--- config.mk ---
export PLATFORM = sky130hd
export DESIGN_NAME = regfile_scoreboard
export DESIGN_NICKNAME = d
export VERILOG_FILES = /design/src/rtl/regfile_pkg.sv /design/src/rtl/regfile_read_port.sv /design/src/rtl/regfile_scoreboard.sv
export SDC_FILE = /design/constraint.sdc
export NUM_CORES = 2
export LEC_CHECK = 0
export ABC_CLOCK_PERIOD_IN_PS = 3100
export BUFFER_PORTS_ARGS = -buffer_cell sky130_fd_sc_hd__buf_2
export CAP_MARGIN = 20
export CELL_PAD_IN_SITES_DETAIL_PLACEMENT = 0
export CELL_PAD_IN_SITES_GLOBAL_PLACEMENT = 1
export CORE_MARGIN = 3
export CORE_UTILIZATION = 30
export CTS_CLUSTER_DIAMETER = 50
export CTS_CLUSTER_SIZE = 25
export DETAILED_ROUTE_END_ITERATION = 12
export PLACE_DENSITY_LB_ADDON = 0.12
export SLEW_MARGIN = 25
export SYNTH_ARGS = -nofsm -noshare
export SYNTH_HDL_FRONTEND = slang
export SYNTH_HIERARCHICAL = 1
export SYNTH_SLANG_ARGS = --single-unit
--- constraint.sdc ---
create_clock -name CLK -period 3.1 [get_ports CLK]
set_clock_uncertainty 0.15 [all_clocks]
set_input_delay 0.31 -clock CLK [delete_from_list [all_inputs] [get_ports CLK]]
set_output_delay 0.31 -clock CLK [all_outputs]
set_load 0.005 [all_outputs]
--- src/rtl/regfile_pkg.sv ---
// Shared sizing helpers and types for the register file / scoreboard.
package regfile_pkg;

  localparam int XLEN_DEF = 32;
  localparam int NREG_DEF = 32;

  // Address width for a register count; a 1-register file still needs one bit.
  function automatic int aw_of(input int nreg);
    return (nreg > 1) ? $clog2(nreg) : 1;
  endfunction

  localparam int AW = aw_of(NREG_DEF);

  typedef logic [AW-1:0]       reg_addr_t;
  typedef logic [XLEN_DEF-1:0] reg_data_t;

  localparam reg_addr_t REG_ZERO = '0;

endpackage

--- src/rtl/regfile_read_port.sv ---
// One registered read port: zero-register and same-cycle writeback bypass
// in front of the RD output flop.
module regfile_read_port #(
  parameter int XLEN = 32,
  parameter int AW   = 5
) (
  input  logic            CLK,
  input  logic            RST,
  input  logic            RE,
  input  logic [AW-1:0]   RA,
  input  logic            WE,
  input  logic [AW-1:0]   WA,
  input  logic [XLEN-1:0] WB,
  input  logic [XLEN-1:0] RWORD,
  output logic [XLEN-1:0] RD
);

  logic [XLEN-1:0] rd_nxt;

  // Register 0 reads as zero; a write landing this edge is forwarded.
  always_comb begin
    rd_nxt = RWORD;
    if (RA == '0)
      rd_nxt = '0;
    else if (WE && (WA == RA))
      rd_nxt = WB;
  end

  // Capture on the read strobe, otherwise hold.
  always_ff @(posedge CLK) begin
    if (RST)
      RD <= '0;
    else if (RE)
      RD <= rd_nxt;
  end

endmodule

--- src/rtl/regfile_scoreboard.sv ---
// Parametrised register file with per-register busy scoreboard,
// NRD bypassed read ports, one write port and an LED debug tap.
module regfile_scoreboard
  import regfile_pkg::*;
#(
  parameter int XLEN    = XLEN_DEF,
  parameter int NREG    = NREG_DEF,
  parameter int NRD     = 2,
  parameter int DBG_REG = 2,
  parameter int DBG_W   = 8,
  localparam int AW     = aw_of(NREG)
) (
  input  logic                     CLK,
  input  logic                     RST,
  input  logic                     RE,
  input  logic [NRD-1:0][AW-1:0]   RA,
  output logic [NRD-1:0][XLEN-1:0] RD,
  output logic                     HAZARD,
  input  logic                     ISSUE,
  input  logic [AW-1:0]            ISSUE_RD,
  input  logic                     WE,
  input  logic [AW-1:0]            WA,
  input  logic [XLEN-1:0]          WB,
  output logic [NREG-1:0]          BUSY_VEC,
  output logic [DBG_W-1:0]         LED
);

  logic [NREG-1:0][XLEN-1:0] regs;
  logic [NREG-1:0]           busy;
  logic [NREG-1:0]           busy_nxt;
  logic                      wr_en;

  assign wr_en = WE && (WA != '0);

  // Flop-based storage; slot 0 is never written so it stays zero.
  always_ff @(posedge CLK) begin
    if (RST)
      regs <= '0;
    else if (wr_en)
      regs[WA] <= WB;
  end

  // Scoreboard next state: a new producer outranks a retiring one.
  always_comb begin
    busy_nxt = busy;
    for (int r = 1; r < NREG; r++) begin
      if (ISSUE && (ISSUE_RD == AW'(r)))
        busy_nxt[r] = 1'b1;
      else if (WE && (WA == AW'(r)))
        busy_nxt[r] = 1'b0;
    end
    busy_nxt[0] = 1'b0;
  end

  // Scoreboard state; reset drops every in-flight mark.
  always_ff @(posedge CLK) begin
    if (RST)
      busy <= '0;
    else
      busy <= busy_nxt;
  end

  assign BUSY_VEC = busy;

  // Stall when any source waits on a producer that is not retiring now.
  always_comb begin
    HAZARD = 1'b0;
    for (int i = 0; i < NRD; i++) begin
      if ((RA[i] != '0) && busy[RA[i]] && !(WE && (WA == RA[i])))
        HAZARD = 1'b1;
    end
  end

  // Debug tap straight off the storage flop, no write bypass.
  assign LED = regs[DBG_REG][DBG_W-1:0];

  for (genvar i = 0; i < NRD; i++) begin : g_rp
    regfile_read_port #(
      .XLEN (XLEN),
      .AW   (AW)
    ) u_rp (
      .CLK   (CLK),
      .RST   (RST),
      .RE    (RE),
      .RA    (RA[i]),
      .WE    (WE),
      .WA    (WA),
      .WB    (WB),
      .RWORD (regs[RA[i]]),
      .RD    (RD[i])
    );
  end

endmodule

==> results by group <==
Die
  • Die area: 193000 sq um
  • Die Y: 439 um
  • Core Region: 186000 sq um
  • Initial Util: between 30% and 40%
  • Std-Cell Rows: about 160
  • I/O pin total: approximately 160
  • Die width: between 400 and 500 um

Final layout
  • Post-layout nets: slightly above 6000
  • Layout area overhead: 20.0%
  • Commonest non-fill, non-tap cell in the layout: nand2_1
  • Most frequent cells in the layout: 2125 x nand2_1, 1112 x dfxtp_1, 992 x a21oi_1, 655 x mux4_2, 161 x buf_4
  • Layout cells sized above 1: 25.8%
  • Final Instance Area: between 60000 and 70000 sq um

STA
  • Max Clk Rate: approximately 330 MHz
  • Final Hold Slack: 0.0838 ns
  • Setup TNS: 0 ns
  • Max-slew headroom: around 39%
  • Period utilisation layout: between 90% and 100%
  • Final worst slack: around 0.042 ns
  • RSZ-0062 raised after global routing: true
  • Final Max Tran Viols: 0
  • Hold Vio Cnt, Final: 0
  • Final setup violation count: 0
  • Fin crit period: between 3 and 4 ns
  • Worst-Margin Slew: around 0.91 ns

Critical path
  • Worst r2r src: regs[83]$_SDFFE_PP0P_
  • Critical path data required time: roughly 2.6 ns
  • Startpoint types: register
  • Worst Path Arrival: between 2 and 3 ns
  • Setup crit end kind: output port
  • Critical path class: register to output port
  • R2R Setup Slk: 0.93 ns
  • R2R depth: 5
  • Worst r2r dst: g_rp[0].u_rp/RD[19]$_SDFFE_PP0P_
  • Crit Path Max Fanout: 4

Routing
  • Antenna Nets Post-Route: 0
  • Routed wire length: roughly 270 mm
  • Starting DRT DRC Count: between 4000 and 5000
  • DR pass1 iterations: 5
  • Vias per cell: 5.61
  • DR WL/cell: about 31 um
  • Via count: between 40000 and 50000
  • Number of remaining DRC errors: 0

Clocking
  • CTS H-tree depth: 4
  • CTS tree: done
  • Clk buf depth: 3
  • CTS Buf Count: roughly 150
  • Clk sinks: ~1100
  • Clk_lat worst skew: 0.81 ns
  • Clock Tree Root: clkbuf_16
  • Clock slew at reported path FFs: around 0.06 ns

Placement
  • Placed Area: slightly above 60000 sq um
  • RD Place Congestion: 0.830
  • PortBufs: 160
  • Placement Setup Slack: ~0.15 ns
  • DP HPWL: about 160 mm

Power
  • VDD IR-drop max: roughly 620 uV
  • Power Dens Cells: approximately 530 nW/um^2
  • Power, Total: roughly 36 mW
  • LEAKAGE: 22.4 nW

Yosys
  • Area leader, netlist: dfxtp_1
  • Adder-cell share of the synthesized area: 0%
  • Synth top area share: around 40%
  • Netlist cell types: between 40 and 50
  • Area contributors post-synth: dfxtp_1 40%, mux4_2 26%, nand2_1 14%
  • Sequential share of the synthesized area: around two fifths
  • Synth Instances: approximately 6000
  • Mapped Avg Cell Area: ~9.4 sq um
  • Synth Register Bits: 1119
  • Post-synthesis compound-gate area fraction: 10.8%
  • Post-synth ARST share: 0%
  • XOR/XNOR share of the synthesized area: less than 1%
  • Simple logic cell fraction of the synthesized area: between 10% and 20%
  • Number of synthesized flops with an enable pin: 0
  • Largest family of logic cells by synthesized area: multiplexers
  • Netlist Area Pre-Place: about 56000 sq um
  • Post-synth top flop: dfxtp_1
  • Syn Nets: between 6000 and 7000
  • Yosys Warn Count: 6
  • Post-synthesis mux area share: 27.7%

Global routing
  • Global-route wire length before repair: between 300 and 400 mm
  • Gr ovfl total: 0
  • Total track usage: 27.4%
  • Largest net degree at the start of global routing: 154
  • Vias in the first global route: between 40000 and 50000
  • Initial antenna violation count: 20

Status
  • Status: finished, final reports clean

Min path
  • HP Start: RA[9]
  • Hold Path Class: input pin to register
  • Hold EP: g_rp[1].u_rp/RD[29]$_SDFFE_PP0P_
  • Worst hold stages: 4

Run
  • Max Cap Viol: 0
==> Yosys cell counts (2+ instances only) <==
cell type     n
nand3_1      13
xnor2_1       7
clkbuf_1    512
inv_1         3
mux2_2       65
mux4_2      655
buf_1        15
dfxtp_1    1119
a21oi_2       2
a21oi_1     992
mux2i_1       9
nor2_1       68
nor4_4        2
nor2b_1      45
nand4_1      66
buf_6        11
buf_2        40
nand2b_1      8
and2_0        3
a32oi_1       9
a22oi_1      23
o211ai_2     60
and3_1        4
buf_4        37
nor3_1       15
o211ai_1      4
xor2_1       12
buf_12        6
nand2_1    2147
and2_1        3
==> power breakdown <==
part | internal [mW] | switching, mW | leakage [nW]
sequential | 14.5 | 0.0889 | 9.02
combinational | 0.926 | 1.86 | 10.8
clock | 10.9 | 7.57 | 2.59
==> how the worst max path moves through the flow <==
stage	from	to	slack, ns	cells after the start
floorplan	RA[5]	g_rp[1].u_rp/RD[18]$_SDFFE_PP0P_	0.44	7
global placement	RA[6]	g_rp[1].u_rp/RD[7]$_SDFFE_PP0P_	0.15	8
detailed placement	RA[6]	g_rp[1].u_rp/RD[7]$_SDFFE_PP0P_	0.15	8
CTS	BUSY_VEC[22]$_SDFFE_PP0P_	HAZARD	0.004	5
global route	BUSY_VEC[20]$_SDFFE_PP0P_	HAZARD	-0.01	5
finish	BUSY_VEC[29]$_SDFFE_PP0P_	HAZARD	0.04	5
==> per-stage QoR <==
step | util (%) | instances
after floorplan | - | 5968
final | 36.3 | 8614
after global placement | 33.1 | 8271
after CTS | 36.3 | 8601
after global routing | 36.3 | 8605
after detailed placement | 33.1 | 8271
==> per-layer routing <==
layer,vias to the layer above,track usage (%),part of all wire [%]
met5,-,0,0
li1,21100,-,-
met4,0,9.08,3.4
met1,24900,38.7,45
met2,1933,42.9,46
met3,415,4.01,6.5
==> critical path, stage by stage, from the launching register on <==
cell and delay, ns:
dfxtp_1 0.36, mux4_2 0.48, mux4_2 0.52, o311ai_4 0.11
o221ai_2 0.16, buf_2 0.15
==> cell type report <==
type / instances / area (sq um)
fill: 18400 / 119000
timing repair buffer: 492 / 5070
sequential: 1119 / 22400
inverter: 4 / 20.0
antenna: 11 / 27.5
clock inverter: 91 / 1040
multi-input combinational: 4224 / 31600
clock buffer: 193 / 4250
tap: 2480 / 3100
==> what timing repair did <==
item	4_1_cts	5_1_grt
gates cloned	0	0
hold endpoints to repair	1078	0
hold buffers	46	0
resized for setup	8	6
setup endpoints to repair	1	1
setup buffers	0	2
==> sequential cells by signal, indices dropped and copies added, names as in the netlist <==
signal and flops:
g_rp.u_rp/RD 64, LED 8, regs 1016, BUSY_VEC 31
==> cell families (layout without fill, tap and decap cells) <==
logic type                after synthesis  count (layout)
and+or+nand+nor                      2377            2377
buffers and inverters                 625             780
muxes                                 729             729
other                                   1              12
DFF                                  1119            1119
AOI/OAI and AO/OA                    1098            1098
xor gates and xnor gates               19              19
Power figures use the tool's default switching activity.
